--- config.mk ---
export PLATFORM = sky130hd
export DESIGN_NAME = key_reader
export DESIGN_NICKNAME = d
export VERILOG_FILES = /design/src/rtl/key_reader.sv
export SDC_FILE = /design/constraint.sdc
export NUM_CORES = 1
export LEC_CHECK = 0
export CORE_MARGIN = 2
export CORE_UTILIZATION = 47
export DETAILED_ROUTE_END_ITERATION = 8
export PLACE_DENSITY = 0.69
export SYNTH_ARGS = -nofsm -noshare
export SYNTH_HDL_FRONTEND = slang
export SYNTH_SLANG_ARGS = --single-unit
--- constraint.sdc ---
create_clock -name CLOCK_50 -period 3.7 [get_ports CLOCK_50]
set_clock_uncertainty 0.1 [all_clocks]
set_input_delay 0.74 -clock CLOCK_50 [delete_from_list [all_inputs] [get_ports CLOCK_50]]
set_output_delay 0.74 -clock CLOCK_50 [all_outputs]
set_load 0.1 [all_outputs]
--- src/rtl/key_reader.sv ---
// key_reader: reads one active-low push-button on CLOCK_50.
// The raw KEY is synchronised, debounced and classified as a short or long press.
//
// Ports:
//   CLOCK_50      - system clock, rising edge
//   RESET_N       - asynchronous active-low reset
//   KEY           - raw asynchronous button, 0 = pressed
//   pressed       - debounced level, 1 while a press is accepted
//   press_pulse   - one cycle high on an accepted press
//   release_pulse - one cycle high on an accepted release
//   long_pulse    - one cycle high when the hold reaches LONG_CYCLES
//   short_pulse   - one cycle high with release_pulse if no long_pulse fired during that press
//   toggle        - inverts on every accepted press
//   press_count   - accepted press count, wraps 255 -> 0
module key_reader #(
    parameter int unsigned DEBOUNCE_CYCLES = 1000000,
    parameter int unsigned LONG_CYCLES     = 50000000,
    parameter int unsigned CNT_W           = 26
) (
    input  logic       CLOCK_50,
    input  logic       RESET_N,
    input  logic       KEY,
    output logic       pressed,
    output logic       press_pulse,
    output logic       release_pulse,
    output logic       long_pulse,
    output logic       short_pulse,
    output logic       toggle,
    output logic [7:0] press_count
);

    typedef enum logic [1:0] {
        IDLE,
        DEB_PRESS,
        HELD,
        DEB_RELEASE
    } state_t;

    localparam logic [CNT_W-1:0] DEB_LAST  = CNT_W'(DEBOUNCE_CYCLES - 1);
    localparam logic [CNT_W-1:0] LONG_LAST = CNT_W'(LONG_CYCLES - 1);
    localparam logic [CNT_W-1:0] LONG_MAX  = CNT_W'(LONG_CYCLES);

    // Hold counter stops at LONG_CYCLES so a very long hold cannot wrap
    // back around to the long-press threshold.
    function automatic logic [CNT_W-1:0] sat_inc(input logic [CNT_W-1:0] v);
        if (v == LONG_MAX) begin
            return v;
        end
        return v + CNT_W'(1);
    endfunction

    state_t           state_q,   state_d;
    logic [1:0]       sync_q,    sync_d;
    logic [CNT_W-1:0] dcnt_q,    dcnt_d;
    logic [CNT_W-1:0] hcnt_q,    hcnt_d;
    logic             long_seen_q, long_seen_d;
    logic             pressed_q, pressed_d;
    logic             press_q,   press_d;
    logic             release_q, release_d;
    logic             long_q,    long_d;
    logic             short_q,   short_d;
    logic             toggle_q,  toggle_d;
    logic [7:0]       count_q,   count_d;

    logic key_s;
    logic long_hit;

    assign key_s = sync_q[1];

    always_comb begin
        sync_d      = {sync_q[0], KEY};
        state_d     = state_q;
        dcnt_d      = dcnt_q;
        hcnt_d      = hcnt_q;
        long_seen_d = long_seen_q;
        pressed_d   = pressed_q;
        press_d     = 1'b0;
        release_d   = 1'b0;
        long_d      = 1'b0;
        short_d     = 1'b0;
        toggle_d    = toggle_q;
        count_d     = count_q;

        // The hold timer keeps running while a release is being debounced,
        // so the long threshold can still be crossed in DEB_RELEASE.
        long_hit = ((state_q == HELD) || (state_q == DEB_RELEASE)) &&
                   (hcnt_q == LONG_LAST) && !long_seen_q;

        case (state_q)
            IDLE: begin
                if (!key_s) begin
                    dcnt_d  = '0;
                    state_d = DEB_PRESS;
                end
            end
            DEB_PRESS: begin
                if (key_s) begin
                    state_d = IDLE;
                end else if (dcnt_q == DEB_LAST) begin
                    state_d     = HELD;
                    press_d     = 1'b1;
                    pressed_d   = 1'b1;
                    count_d     = count_q + 8'd1;
                    toggle_d    = ~toggle_q;
                    hcnt_d      = '0;
                    long_seen_d = 1'b0;
                end else begin
                    dcnt_d = dcnt_q + CNT_W'(1);
                end
            end
            HELD: begin
                hcnt_d = sat_inc(hcnt_q);
                if (long_hit) begin
                    long_d      = 1'b1;
                    long_seen_d = 1'b1;
                end
                if (key_s) begin
                    dcnt_d  = '0;
                    state_d = DEB_RELEASE;
                end
            end
            DEB_RELEASE: begin
                hcnt_d = sat_inc(hcnt_q);
                if (long_hit) begin
                    long_d      = 1'b1;
                    long_seen_d = 1'b1;
                end
                if (!key_s) begin
                    state_d = HELD;
                end else if (dcnt_q == DEB_LAST) begin
                    state_d   = IDLE;
                    release_d = 1'b1;
                    pressed_d = 1'b0;
                    // A long pulse in this very cycle also suppresses short.
                    short_d   = !(long_seen_q || long_hit);
                end else begin
                    dcnt_d = dcnt_q + CNT_W'(1);
                end
            end
            default: begin
                state_d = IDLE;
            end
        endcase
    end

    always_ff @(posedge CLOCK_50 or negedge RESET_N) begin
        if (!RESET_N) begin
            state_q     <= IDLE;
            sync_q      <= 2'b11;
            dcnt_q      <= '0;
            hcnt_q      <= '0;
            long_seen_q <= 1'b0;
            pressed_q   <= 1'b0;
            press_q     <= 1'b0;
            release_q   <= 1'b0;
            long_q      <= 1'b0;
            short_q     <= 1'b0;
            toggle_q    <= 1'b0;
            count_q     <= 8'd0;
        end else begin
            state_q     <= state_d;
            sync_q      <= sync_d;
            dcnt_q      <= dcnt_d;
            hcnt_q      <= hcnt_d;
            long_seen_q <= long_seen_d;
            pressed_q   <= pressed_d;
            press_q     <= press_d;
            release_q   <= release_d;
            long_q      <= long_d;
            short_q     <= short_d;
            toggle_q    <= toggle_d;
            count_q     <= count_d;
        end
    end

    assign pressed       = pressed_q;
    assign press_pulse   = press_q;
    assign release_pulse = release_q;
    assign long_pulse    = long_q;
    assign short_pulse   = short_q;
    assign toggle        = toggle_q;
    assign press_count   = count_q;

endmodule

* Word-level counts from Yosys, hierarchy flattened
Index checks and enable logic that the tools add are counted.
Storage, ports and cells: register bits after elaboration 71, latch bits 0, RAM bits 0, memory bits (read-only) 0, input port bits 3, word-level logic and storage cells 89, memories 0
Cells by class: add/subtract/negate cells 3, multiply operators 0, div/mod/pow operators 0, order comparisons 0, eq/ne operators 15, shift-type cells 0, multiplexer cells 40, bitwise operators 2, reduce and logical (&&, ||, !) cells 17
Operator list (number):
- 2-to-1 mux 26 bit | 10
- case mux 26 bit (4 select lines) | 1
- case mux 26 bit (3 select lines) | 1
- adder 26 x 1 -> 26 bit (second input constant) | 2
- == test 26 bit (second input constant) | 2
- == test 26 x 20 -> 1 bit (second input constant) | 1
- 2-to-1 mux 1 bit | 19
- 2-to-1 mux 2 bit | 6
- AND reduction 4 bit | 3
- != test 2 bit (second input constant) | 5
- adder 8 x 1 -> 8 bit (second input constant) | 1
- case mux 2 bit (4 select lines) | 1
- AND reduction 3 bit | 2
- AND reduction 5 bit | 1
- == test 2 bit (second input constant) | 2
- != test 2 x 1 -> 1 bit (second input constant) | 2
- case mux 1 bit (2 select lines) | 2
- nonzero test 2 bit | 2
- != test 3 x 2 -> 1 bit (second input constant) | 1
- != test 3 bit (second input constant) | 1
- nonzero test 3 bit | 1
- == test 2 x 1 -> 1 bit (second input constant) | 1
- logical AND 1 bit | 2
- zero test 1 bit | 2
- 4 further kinds | 6

* Longest topological paths before layout
Gate-level depths: netlist of the first run.
depth after elaboration 9, gate-level depth with buffers 8, gate-level depth less buffers 7

* Worst setup path after synthesis of the first run
No wires, ideal clock.
path kind register -> register, from register dcnt_q[0], to register count_q[1] (netlist: press_count[1]), library setup time 0.126 ns, arrival time 1.990 ns, required time 3.474 ns, slack 1.484 ns, stages on the path, launching flop included 6, buffers on the path 0, clock period less this slack 2.216 ns, path through dfrtp_1 ha_1 inv_1 or4b_1 nor4_4 mux2_2
Between the ends: longest elaborated chain between the ends 2
RTL lines:
- start, declared | line 54 | logic [CNT_W-1:0] dcnt_q, dcnt_d;
- start signal, assigned | line 163 | dcnt_q <= dcnt_d;
- == test 26 x 20 -> 1 bit | line 99 | end else if (dcnt_q == DEB_LAST) begin
- AND reduction 3 bit (no source line)
- end signal, assigned | line 172 | count_q <= count_d;
- end, declared | line 63 | logic [7:0] count_q, count_d;
Every way passes these cells. A chain may end at the register's enable or synchronous reset.

* Worst setup path after layout of the first run
from register count_q[3] (netlist: press_count[3]), to output port press_count[3]
RTL lines:
- end, declared | line 29 | output logic [7:0] press_count
No word-level cell between the ends.

==> results by group, run 1 <==
Global routing
  – Grt ovf: 0
  – Largest net degree at the start of global routing: 50
  – Met2 usage: 31.24%
  – Total GRT Usage: 19.82%
  – GR Util met1: 27.11%
  – M3 GR Usage: 4.072%
  – GRT Max-Usage Layer: met2
  – Antenna violations before repair: 0
  – First-pass GRT wire length: 14210 um
  – Number of global-route vias before repair: 2972

Setup path
  – CP max stage cell: clkdlybuf4s50_1
  – Critical path cell sequence: clkdlybuf4s50_1
  – CP max stage delay: 1.16 ns
  – Crit path max-delay family: buffers and inverters
  – Crit path buf inv count: 1
  – Crit path kind: reg2out
  – Crit path launch type: flop
  – Crit path DAT: 1.94 ns
  – Worst-path fanout max: 5
  – CP Capture Type: primary output
  – WP data required: 2.86 ns

Clocking
  – Clock tree root buffer cell: clkbuf_8
  – CTS buffer count: 9
  – Postcts setup bufs: 0
  – Htree depth: 3
  – CTS clock-pin slew for the worst setup and hold paths: 0.08 ns
  – Later-pin clock latency in the skew report: 0.36 ns
  – CTS Sinks: 71
  – Cts hold-fix bufs: 0
  – Post-CTS sizing: 0
  – Maximum root-to-sink buffer count: 2
  – TritonCTS clock tree: yes

Floorplan
  – FP Rows: 33
  – Die area: 0.009179 sq mm
  – CORE AREA: 0.008175 sq mm
  – Top Ports: 17
  – Die Y: 95.81 um
  – Initial core utilization: 48.45%
  – Die width: 95.81 um

Min path
  – Tightest Hold Check Type: reg2reg

Synthesis
  – #FFs+latches synth: 71
  – Register area share after synthesis: 44.91%
  – Most used DFF post-synth: dfrtp_1
  – Synth Net Count: 405
  – Post-synth EDFFs: 0
  – Ys async rst share: 100.0%
  – Syn_area_per_cell: 9.953 sq um
  – Netlist Area Pre-Place: 0.003961 sq mm
  – Mapped Cells: 398
  – Count of different cell masters after synthesis: 58
  – Synth warnings: 0

Route
  – 1st-pass router iterations: 4
  – Wire per inst: 16.08 um
  – Post-route DRC: 0
  – Overall routed net length: 8362 um
  – Routed vias: 3092
  – Post-DRT Antenna Nets: 0
  – DR vias/cell: 5.946
  – Initial drt markers: 144

Timing
  – Final Cycle Share: 75.26%
  – Setup violations, final: 0
  – Final Max Tran Viols: 0
  – Total negative setup slack: 0 ns
  – Final setup margin: 0.9153 ns
  – Final Critical Period: 2.785 ns
  – Worst-Margin Slew: 1.055 ns
  – Hold Vio Cnt, Final: 0
  – Slew HR: 29.68%
  – FMAX: 359.1 MHz
  – Unrepaired setup endpoints after global routing: no

Power and ir drop
  – Pwr Density: 353.9 mW/mm^2
  – Leak pwr: 1.888 nW
  – Maximum VDD drop: 0.1761 mV

Placed design
  – Port bufs: 16
  – Pre-CTS WS: 1.195 ns
  – DPL Wire Length: 5571 um
  – Routability cong.: 0.8735

Cells and area
  – Final nets: 417
  – Ant. Diodes: 0
  – Commonest non-fill, non-tap cell in the layout: dfrtp_1
  – Area growth from synthesis to layout: 12.10%
  – Fill cells: 720
  – Proportion of layout cells with a drive suffix above 1: 12.05%
  – Most frequent cells in the layout: 69 x dfrtp_1, 32 x nand2_1, 28 x nand3_1, 28 x nor2_1, 24 x a22o_1

Outcome
  – Status: complete, no violations

Run
  – Maxcap violations: 0
==> Yosys cell counts, drive strengths merged, types with 6 or more instances <==
master / count / area, sq um
clkbuf: 11 / 41.29
nand4: 16 / 121.4
buf: 11 / 52.55
nor4: 15 / 153.9
nor2: 28 / 105.1
mux2: 6 / 67.56
or4: 6 / 48.80
dfrtp: 69 / 1727
nand2: 32 / 120.1
inv: 7 / 26.28
o21ai: 10 / 50.05
a21oi: 9 / 45.04
nor3: 11 / 70.07
and3: 13 / 81.33
a22o: 24 / 210.2
xnor2: 21 / 183.9
nand3: 28 / 140.1
or3: 6 / 37.54
and4: 7 / 61.31
xor2: 11 / 96.34
==> flip-flops by register name, indices dropped and copies added, names as in the netlist, named ones only <==
| signal | flops |
|---|---|
| dcnt_q | 26 |
| hcnt_q | 26 |
| long_pulse | 1 |
| long_seen_q | 1 |
| press_count | 8 |
| press_pulse | 1 |
| pressed | 1 |
| release_pulse | 1 |
| short_pulse | 1 |
| state_q | 1 |
| sync_q | 2 |
| toggle | 1 |
==> cells by family after synthesis <==
| kind of cell | count (synthesis) | synth area share, % |
|---|---|---|
| adders and majority gates | 4 | 1.263 |
| DFF | 71 | 44.91 |
| AOI/OAI and AO/OA | 71 | 13.46 |
| xor gates and xnor gates | 32 | 7.075 |
| muxes | 6 | 1.706 |
| buffers and inverters | 29 | 3.032 |
| and+or+nand+nor | 185 | 28.55 |
==> power breakdown <==
group	total [mW]	switching [mW]	internal, mW
registers	0.804	0.0174	0.787
logic	0.0553	0.0370	0.0183
clock network	0.712	0.324	0.388
==> per-stage QoR <==
step	area (sq um)	hold WS, ns	instances	utilization (%)	power, mW
floorplan	3961	0.2452	398	-	0.8491
global placement	4214	0.2522	504	51.55	0.8741
detailed placement	4214	0.2475	504	51.55	0.8760
CTS	4441	0.2598	520	54.32	1.590
global route	4441	0.2615	520	54.32	1.631
finish	4441	0.2584	520	54.32	1.571
==> worst reg2reg max path: stages, from the launching register on <==
cell     delay (ns)
dfrtp_1        0.46
nand4_2        0.31
nor4_1         0.46
a21oi_1        0.12
buf_4          0.20
or2_1          0.38
a221o_1        0.39
==> metal layers <==
layer  wire length (um)  vias to the layer above
met4                112                        0
met2               3823                       72
met1               4056                     1497
li1                   -                     1512
met3                369                       11
met5                  0                        -
==> area by class of cell <==
class	instances	area, sq um	share of cell area [%]
Multi-Input combinational cell	298	2069	46.60
Sequential cell	71	1779	40.07
Timing Repair Buffer	23	207.7	4.677
Tap cell	105	131.4	2.959
Clock buffer	9	123.9	2.790
Clock inverter	7	102.6	2.311
Inverter	7	26.28	0.5917
==> worst paths after layout <==
kind | from | to | slack, ns | cells after the start
worst max-delay path | press_count[3] | press_count[3] | 0.92 | 1
worst min-delay path | sync_q[0] | sync_q[1] | 0.26 | 0
worst max register to register | dcnt_q[2] | hcnt_q[19] | 1.18 | 6
worst min register to register | sync_q[0] | sync_q[1] | 0.26 | 0
max in group asynchronous | RESET_N | dcnt_q[25] | 2.23 | 2
min in group asynchronous | RESET_N | press_count[4] | 0.47 | 1
(Power assumes the default switching activity.)
==> run 2: changes to the inputs <==
Settings changed: PLACE_DENSITY 0.69 to 0.72.
Clock period 3.7 ns to 2.4 ns, I/O delays scaled along.
==> results by group, run 2 (synthesis gave the netlist of run 1 again) <==
Power and ir drop
  – Sw power: 0.5772 mW (was 0.3786 mW)
  – Sw frac: 26.17% (was 24.09%)
  – Pwr Density: 494.7 mW/mm^2 (was 353.9 mW/mm^2)
  – Internal power: 1.628 mW (was 1.193 mW)
  – Reg power frac: 56.3% (was 51.2%)
  – Leak pwr: 1.949 nW (was 1.888 nW)
  – Comb power frac: 4.1% (was 3.5%)
  – Maximum VDD drop: 0.2680 mV (was 0.1761 mV)
  – Clock network power share: 39.6% (was 45.3%)

Timing
  – Final Cycle Share: 94.21%
  – Unrepaired setup endpoints after global routing: no (unchanged)
  – Fin Hold WS: 0.2594 ns (was 0.2584 ns)
  – FMAX: 442.3 MHz
  – Final setup margin: 0.1390 ns (was 0.9153 ns)
  – Final Max Tran Viols: 0 (unchanged)
  – Hold Vio Cnt, Final: 0 (unchanged)
  – Total negative setup slack: 0 ns (unchanged)
  – Final Critical Period: 2.261 ns
  – Slew HR: 43.23% (was 29.68%)
  – Setup violations, final: 0 (unchanged)
  – Worst-Margin Slew: 0.8484 ns (was 1.055 ns)

Placed design
  – Routability cong.: 0.9387 (was 0.8735)
  – Pre-CTS WS: 0.06373 ns (was 1.195 ns)
  – Port bufs: 16 (unchanged)
  – Placed Area: 0.004259 sq mm (was 0.004214 sq mm)
  – DPL Wire Length: 6142 um (was 5571 um)

Floorplan
  – Die Y: 95.81 um (unchanged)
  – FP Rows: 33 (unchanged)
  – Die width: 95.81 um (unchanged)
  – Die area: 0.009179 sq mm (unchanged)
  – Initial core utilization: 48.45% (unchanged)
  – Top Ports: 17 (unchanged)
  – CORE AREA: 0.008175 sq mm (unchanged)

Route
  – DR vias/cell: 6.011 (was 5.946)
  – Wire per inst: 16.59 um (was 16.08 um)
  – Routed vias: 3186 (was 3092)
  – Post-route DRC: 0 (unchanged)
  – Overall routed net length: 8795 um (was 8362 um)
  – 1st-pass router iterations: 4 (unchanged)
  – Post-DRT Antenna Nets: 0 (unchanged)
  – Initial drt markers: 226 (was 144)

Setup path
  – Crit path kind: reg2reg (was reg2out)
  – Worst-path fanout max: 6 (was 5)
  – CP max stage cell: or4_4 (was clkdlybuf4s50_1)
  – Critical path cell sequence: nor4b_4 -> nand4_4 -> or4_4 -> nor3_4 -> a211oi_1 (was clkdlybuf4s50_1)
  – CP Capture Type: flop (was primary output)
  – Levels on crit path: 5 (was 1)
  – CP max stage delay: 0.62 ns (was 1.16 ns)
  – Reg2reg path depth: 5 (was 6)
  – Crit path buf inv count: 0 (was 1)
  – WP data required: 2.52 ns (was 2.86 ns)
  – Crit path launch type: flop (unchanged)
  – Crit path max-delay family: simple AND/OR/NAND/NOR gates (was buffers and inverters)
  – Crit path DAT: 2.38 ns (was 1.94 ns)

Global routing
  – Grt ovf: 0 (unchanged)
  – Number of global-route vias before repair: 3023 (was 2972)
  – Antenna violations before repair: 0 (unchanged)
  – First-pass GRT wire length: 14690 um (was 14210 um)
  – Total GRT Usage: 20.57% (was 19.82%)
  – Largest net degree at the start of global routing: 53 (was 50)

Outcome
  – Status: complete, no violations (unchanged)

Cells and area
  – Core Util, Final: 54.53% (was 54.32%)
  – Final nets: 427 (was 417)
  – Ant. Diodes: 0 (unchanged)
  – Area growth from synthesis to layout: 12.54% (was 12.10%)
  – Proportion of layout cells with a drive suffix above 1: 17.41% (was 12.05%)
  – Final instance area: 0.004458 sq mm (was 0.004441 sq mm)
  – Most frequent cells in the layout: 69 x dfrtp_1, 32 x nand2_1, 29 x buf_4 (was 69 x dfrtp_1, 32 x nand2_1, 28 x nand3_1, 28 x nor2_1, 24 x a22o_1)
  – Commonest non-fill, non-tap cell in the layout: dfrtp_1 (unchanged)

Clocking
  – CTS clock-pin slew for the worst setup and hold paths: 0.08 ns (about the same)
  – TritonCTS clock tree: yes (unchanged)
  – Clock tree root buffer cell: clkbuf_8 (unchanged)
  – CTS Sinks: 71 (unchanged)
  – Htree depth: 3 (unchanged)
  – Later-pin clock latency in the skew report: 0.35 ns (was 0.36 ns)
  – Postcts setup bufs: 0 (unchanged)
  – CTS buffer count: 9 (unchanged)
  – Maximum root-to-sink buffer count: 2 (unchanged)

Min path
  – Tightest Hold Check Type: reg2reg (unchanged)
  – Hold Path Depth: 0 (unchanged)

Run
  – Maxcap violations: 0 (unchanged)
## run 2: cell count changes in the layout (fill, tap and decap cells not counted)
cell,before,now
nor4_2,0,1
dlygate4sd3_1,0,1
nor3_4,0,1
buf_4,7,29
clkinv_2,0,2
nor4_1,11,10
bufinv_16,2,0
nor3_2,3,2
buf_12,0,1
clkdlybuf4s50_1,15,1
## run 2: final cells by class
| type | count | area [sq um] |
|---|---|---|
| inverters | 7 | 26.28 |
| multi-input cells | 298 | 2082 |
| clock buffers | 9 | 123.9 |
| well taps | 105 | 131.4 |
| repair buffers | 33 | 262.8 |
| fillers | 731 | 3717 |
| flip-flops and latches | 71 | 1779 |
| clock inverters | 7 | 52.55 |
## run 2: per-layer routing
layer	vias up	global-route usage [%]	share of wire [%]
met5	-	0	0
li1	1535	-	-
met4	0	9.048	1.6
met2	58	32.93	48
met3	11	3.446	3.4
met1	1582	27.51	47
## run 2: worst paths after layout
path	startpoint	end	slack [ns]
worst min register to register	sync_q[0]	sync_q[1]	0.26
min in group asynchronous	RESET_N	press_count[2]	0.52
worst min-delay path	sync_q[0]	sync_q[1]	0.26
worst max register to register	dcnt_q[10]	hcnt_q[11]	0.14
max in group asynchronous	RESET_N	dcnt_q[20]	1.03
worst max-delay path	dcnt_q[10]	hcnt_q[11]	0.14
## run 2: metrics by stage
step / std cells / total power, mW
detailed placement: 513 / 1.355
finish: 530 / 2.205
global route: 530 / 2.298
global placement: 513 / 1.351
floorplan: 398 / 1.309
CTS: 530 / 2.229
## run 2: power by group through the flow
stage                     logic, mW  clock network [mW]  registers, mW
after floorplan              0.0602                   0           1.25
after global placement       0.0883                   0           1.26
after detailed placement     0.0913                   0           1.26
after CTS                    0.0924               0.896           1.24
after global routing          0.104               0.947           1.25
final                        0.0904               0.874           1.24
## run 2: timing repair
action / in CTS / in global routing
endpoints found under the hold margin: 17 / 0
setup endpoints to repair: 0 / 7
gates resized for setup: 0 / 2
hold buffers: 1 / 0
